<file path="src/rtl/ff_bank_if.sv">
// ff_bank_if: bundles the control inputs and the flag/status outputs of
// ff_bank so that datapath blocks can pass the whole register around as
// one port. clk and rst stay outside the interface.
interface ff_bank_if #(
  parameter int WIDTH = 8,
  parameter int CNT_W = 8
);
  logic                 clr;
  logic                 pre;
  logic                 conflict_clr;
  logic [2*WIDTH-1:0]   mode;
  logic [WIDTH-1:0]     a;
  logic [WIDTH-1:0]     b;
  logic [WIDTH-1:0]     q;
  logic [WIDTH-1:0]     qn;
  logic [WIDTH-1:0]     chg;
  logic [WIDTH-1:0]     conflict;
  logic [CNT_W-1:0]     conflict_cnt;

  // The block driving the control inputs and consuming the flags.
  modport master (
    output clr, pre, conflict_clr, mode, a, b,
    input  q, qn, chg, conflict, conflict_cnt
  );

  // The flag register itself.
  modport slave (
    input  clr, pre, conflict_clr, mode, a, b,
    output q, qn, chg, conflict, conflict_cnt
  );
endinterface

</file>
<file path="src/rtl/ff_bank.sv">
// ff_bank: WIDTH independent single-bit flags, each behaving as an SR, JK,
// D-with-enable or T flip-flop depending on its 2-bit mode field. Global
// clear/preset override the per-channel logic. Illegal SR inputs (S=R=1)
// are remembered in a sticky per-channel flag and counted in a saturating
// counter that advances at most once per cycle.
module ff_bank #(
  parameter int WIDTH  = 8,
  parameter int CNT_W  = 8,
  parameter int SR_POL = 0
) (
  input logic     clk,
  input logic     rst,
  ff_bank_if.slave bus
);

  typedef enum logic [1:0] {
    MODE_SR = 2'b00,
    MODE_JK = 2'b01,
    MODE_D  = 2'b10,
    MODE_T  = 2'b11
  } mode_e;

  localparam logic [CNT_W-1:0] CNT_ONE = CNT_W'(1);
  localparam logic [CNT_W-1:0] CNT_MAX = {CNT_W{1'b1}};

  logic [WIDTH-1:0] q_q, q_d;
  logic [WIDTH-1:0] chg_q, chg_d;
  logic [WIDTH-1:0] conflict_q, conflict_d;
  logic [CNT_W-1:0] conflict_cnt_q, conflict_cnt_d;
  logic [WIDTH-1:0] conflict_hit;

  // Per-channel next state; clr beats pre, and both mask the channel logic
  // so no conflict can be flagged while either is active.
  always_comb begin
    q_d          = q_q;
    conflict_hit = '0;
    if (bus.clr) begin
      q_d = '0;
    end else if (bus.pre) begin
      q_d = '1;
    end else begin
      for (int i = 0; i < WIDTH; i++) begin
        case (mode_e'(bus.mode[2*i +: 2]))
          MODE_SR: begin
            case ({bus.a[i], bus.b[i]})
              2'b10: q_d[i] = 1'b1;
              2'b01: q_d[i] = 1'b0;
              2'b11: begin
                conflict_hit[i] = 1'b1;
                if (SR_POL == 0)      q_d[i] = 1'b0;
                else if (SR_POL == 1) q_d[i] = 1'b1;
                else                  q_d[i] = q_q[i];
              end
              default: q_d[i] = q_q[i];
            endcase
          end
          MODE_JK: begin
            case ({bus.a[i], bus.b[i]})
              2'b10:   q_d[i] = 1'b1;
              2'b01:   q_d[i] = 1'b0;
              2'b11:   q_d[i] = ~q_q[i];
              default: q_d[i] = q_q[i];
            endcase
          end
          MODE_D: begin
            if (bus.b[i]) q_d[i] = bus.a[i];
          end
          default: begin
            if (bus.a[i]) q_d[i] = ~q_q[i];
          end
        endcase
      end
    end
  end

  // Change strobes and conflict bookkeeping; a new conflict in the same
  // cycle as conflict_clr survives the clear (bits set, count restarts at 1).
  always_comb begin
    chg_d          = q_d ^ q_q;
    conflict_d     = conflict_q;
    conflict_cnt_d = conflict_cnt_q;
    if (bus.conflict_clr) begin
      conflict_d     = '0;
      conflict_cnt_d = '0;
    end
    conflict_d = conflict_d | conflict_hit;
    if (|conflict_hit) begin
      if (conflict_cnt_d != CNT_MAX) conflict_cnt_d = conflict_cnt_d + CNT_ONE;
    end
  end

  // State register; rst wins over everything and also suppresses chg.
  always_ff @(posedge clk) begin
    if (rst) begin
      q_q            <= '0;
      chg_q          <= '0;
      conflict_q     <= '0;
      conflict_cnt_q <= '0;
    end else begin
      q_q            <= q_d;
      chg_q          <= chg_d;
      conflict_q     <= conflict_d;
      conflict_cnt_q <= conflict_cnt_d;
    end
  end

  assign bus.q            = q_q;
  assign bus.qn           = ~q_q;
  assign bus.chg          = chg_q;
  assign bus.conflict     = conflict_q;
  assign bus.conflict_cnt = conflict_cnt_q;

endmodule

</file>
<file path="src/flat_wrapper.sv">
// flat-port wrapper written by rule: the top's interface ports become plain ports
module ff_bank_flat 
#(
  parameter int WIDTH  = 8,
  parameter int CNT_W  = 8,
  parameter int SR_POL = 0
)
  (clk, rst, bus_clr, bus_pre, bus_conflict_clr, bus_mode, bus_a, bus_b, bus_q, bus_qn, bus_chg, bus_conflict, bus_conflict_cnt);
  ff_bank_if #(.WIDTH(WIDTH), .CNT_W(CNT_W)) bus_i ();
  input logic clk;
  input logic rst;
  input wire logic [$bits(bus_i.clr)-1:0] bus_clr;
  input wire logic [$bits(bus_i.pre)-1:0] bus_pre;
  input wire logic [$bits(bus_i.conflict_clr)-1:0] bus_conflict_clr;
  input wire logic [$bits(bus_i.mode)-1:0] bus_mode;
  input wire logic [$bits(bus_i.a)-1:0] bus_a;
  input wire logic [$bits(bus_i.b)-1:0] bus_b;
  output wire logic [$bits(bus_i.q)-1:0] bus_q;
  output wire logic [$bits(bus_i.qn)-1:0] bus_qn;
  output wire logic [$bits(bus_i.chg)-1:0] bus_chg;
  output wire logic [$bits(bus_i.conflict)-1:0] bus_conflict;
  output wire logic [$bits(bus_i.conflict_cnt)-1:0] bus_conflict_cnt;
  assign bus_i.clr = bus_clr;
  assign bus_i.pre = bus_pre;
  assign bus_i.conflict_clr = bus_conflict_clr;
  assign bus_i.mode = bus_mode;
  assign bus_i.a = bus_a;
  assign bus_i.b = bus_b;
  assign bus_q = bus_i.q;
  assign bus_qn = bus_i.qn;
  assign bus_chg = bus_i.chg;
  assign bus_conflict = bus_i.conflict;
  assign bus_conflict_cnt = bus_i.conflict_cnt;
  ff_bank #(.WIDTH(WIDTH), .CNT_W(CNT_W), .SR_POL(SR_POL)) u_core (.clk(clk), .rst(rst), .bus(bus_i));
endmodule
</file>
<file path="config.mk">
export PLATFORM = sky130hd
export DESIGN_NAME = ff_bank_flat
export DESIGN_NICKNAME = d
export VERILOG_FILES = /design/src/rtl/ff_bank_if.sv /design/src/rtl/ff_bank.sv /design/src/flat_wrapper.sv
export SDC_FILE = /design/constraint.sdc
export NUM_CORES = 1
export LEC_CHECK = 0
export CORE_MARGIN = 5
export CORE_UTILIZATION = 39
export CTS_CLUSTER_DIAMETER = 50
export DETAILED_ROUTE_END_ITERATION = 16
export GPL_ROUTABILITY_DRIVEN = 1
export PLACE_DENSITY = 0.76
export SYNTH_ARGS = -nofsm -noshare
export SYNTH_HDL_FRONTEND = slang
export SYNTH_SLANG_ARGS = --single-unit
</file>
<file path="constraint.sdc">
create_clock -name clk -period 1.6 [get_ports clk]
set_input_delay 0.16 -clock clk [delete_from_list [all_inputs] [get_ports clk]]
set_output_delay 0.16 -clock clk [all_outputs]
set_load 0.02 [all_outputs]
</file>
==> flow_metrics.tcl <==
set metrics [dict create \
    status "complete, no violations" \
    fill_cells 291 \
    htree_levels 2 \
    path_cells "or3b_4 -> a21oi_2 -> nor2_1 -> mux2_2 -> a2111oi_2" \
    routabilityCongestion 0.829 \
    max-cap-violations 0 \
    io_pins 77 \
    worst_slew_pin_slew_ns 0.445 \
    ant_nets 0 \
    synth-seq-area-share_pct 33.7 \
    clock_sinks 32 \
    start_util_pct 40.2 \
    grt_pass1_wl_um 11000 \
    avgSynthCellArea_sq_um 7.79 \
    fin_crit_sh_pct 98.1 \
    numCtsBuffers 5 \
    synth_nets 282 \
    hold_class "input port to flip-flop" \
    vias 2479 \
    clock.fmax_ghz 0.637 \
    cp_top_family "simple AND/OR/NAND/NOR gates" \
    worstSetupStartpoint "u_core.bus.q[0]" \
    r2r_start "u_core.bus.q[0]" \
    path_clk_slew_ns 0.07 \
    grt_pass1_vias 2351 \
    grt_max_degree 33 \
    hold_violations 0 \
    remaining_drc_errors 0 \
    yosysTopAreaCell "dfxtp_1" \
    nets 425 \
    crit_required_ns 1.78 \
    die_w_um 79.8 \
    dp_hpwl_um 4740 \
    fin_cells 455 \
    routedWlPerCell_um 16.0 \
    ys_ff_latch 32 \
    pwr_density_cell_nw_per_um2 580 \
    placed_area_sq_um 3260 \
    final_util_pct 79.4 \
    worst_setup_path_start_kind "flip-flop" \
    yosys_warnings 0 \
    ir_drop_uv 369 \
    syn_inst 244 \
    wirelength_um 7280 \
    dp_cells 439 \
    slew-limit-headroom_pct 70.2 \
    synth-edff-count 0 \
    clk_path_buf_depth 2 \
    finalSetupViolations 0 \
    rows 25 \
    cp-end-kind "flip-flop" \
    netlist_area_sq_um 1900 \
    port_buffers 76 \
    die_y_um 79.8 \
    cpPeakStageDelay_ns 0.37 \
    via_per_inst 5.45 \
    multi_input_area_sq_um 1470 \
    finClkSkew_ns 0.00317 \
    crit_type "flip-flop to flip-flop" \
    synth-main-ff-cell "dfxtp_1" \
    core_sq_um 4720 \
    cp_max_fo 2 \
    power.total_mw 2.17 \
    yosys.area.top_type_share_pct 33.7 \
    synth.most_common_cell "dfxtp_1" \
    cp_slowest_cell "or3b_4" \
    leakagePower_nw 1.80 \
    drive_gt1_share_pct 33.0 \
    drv_slew 0 \
    crit_buf_inv 0 \
    final.setup.worst_slack_ns 0.0301 \
    synth_common_cells "dfxtp_1, nor2_1, a21oi_1" \
    dr.first_iter.drc_count 162 \
    grt_usage_pct 21.5 \
    antenna_found_initial 0 \
    die_area_sq_um 6370 \
    cts_tree "done" \
    layout_min_cycle_time_ns 1.57 \
    synthArstFlopShare_pct 0 \
    worstSkewPairLatency_ns 0.29 \
    regArea_sq_um 654 \
    grt_overflow 0 \
    clock-root-buffer "clkbuf_8" \
    firstDrtPassIters 4 \
    dp_slack_ns -0.548 \
    cts_hold_buf 0 \
    arrival_ns 1.75 \
    antenna_cells 0 \
    synth_area_leaders "dfxtp_1, nor2_1, a21oi_1, nor4bb_1, nor3_1" \
    yosysUniqueCellTypes 43 \
    hold_path_startpoint "bus_mode[9]" \
    area_delta_synth_final_pct 97.2 \
    ff2ff_setup_slack_ns 0.03 \
    final_cell_area_sq_um 3750 \
]
[what timing repair did]
| action | 4_1_cts | 5_1_grt |
|---|---|---|
| buffers inserted | 3 | 4 |
| gates cloned | 0 | 1 |
| resized for setup | 48 | 51 |
| pin swaps | 11 | 18 |
| endpoints found under the setup margin | 15 | 21 |
[per-stage QoR]
step	TNS (ns)	hold WS [ns]
CTS	-0.0861	0.523
detailed placement	-6.32	0.509
floorplan	-0.0321	0.237
global route	-0.0594	0.492
finish	0	0.436
global placement	-5.98	0.494
[layout make-up]
class,count,share of cell area (%)
sequential,32,17.5
multi-input combinational,186,39.2
clock buffer,8,2.40
timing repair buffer,146,37.1
tap,67,2.24
inverter,16,1.60
[cell usage in the layout, fill, tap and decap left out, types with 6 or more instances in the layout]
cell type,count
buf_4,64
clkdlybuf4s50_1,32
nor2_1,28
dlymetal6s2s_1,28
dfxtp_1,27
inv_1,16
dlygate4sd2_1,16
a21oi_1,15
nor3_1,13
nand2_1,13
nand2b_1,10
a22oi_1,8
nand3_1,8
nor4bb_4,7
and3_1,6
a21oi_2,6
clkbuf_8,6
[cells by family (layout without fill, tap and decap cells)]
| kind of cell | Yosys count | after routing | share of synthesized area, % |
|---|---|---|---|
| flops | 32 | 32 | 33.7 |
| fa+ha+maj | 1 | 1 | 0.658 |
| buf+inv | 26 | 170 | 5.27 |
| compound gates | 62 | 62 | 21.7 |
| mux | 9 | 9 | 5.40 |
| simple gates | 114 | 114 | 33.2 |
[worst reg2reg max path, cell delays in order, from the launching register on]
cell and delay [ns]:
dfxtp_4 0.34, or3b_4 0.37, a21oi_2 0.13, nor2_1 0.07
mux2_2 0.28, a2111oi_2 0.27
[path summary, 6_finish.rpt]
check	end	depth (start not counted)
worst max-delay path	u_core.bus.chg[0]	5
worst min-delay path	u_core.bus.q[4]	4
worst max register to register	u_core.bus.chg[0]	5
worst min register to register	u_core.bus.conflict[5]	2
[power by group]
group / leakage [nW] / switching (mW) / total (mW) / internal, mW
combinational: 1.49 / 0.322 / 0.681 / 0.359
clock: 0.0455 / 0.299 / 0.649 / 0.351
sequential: 0.264 / 0.0174 / 0.843 / 0.826
[sequential cells by signal, indices dropped and copies added, names as in the netlist]
signal / count
u_core.bus.chg: 8
u_core.bus.conflict: 8
u_core.bus.conflict_cnt: 8
u_core.bus.q: 8
[metal layers]
layer | wire [um] | GRT usage, % | vias to the layer above | share of wire [%]
li1 | - | - | 1189 | -
met1 | 3010 | 25.7 | 1186 | 41
met2 | 3780 | 38.1 | 89 | 52
met3 | 340 | 4.06 | 15 | 4.7
met4 | 141 | 7.43 | 0 | 1.9
met5 | 0 | 0 | - | 0
No activity file was read; power rests on OpenSTA's default activity.
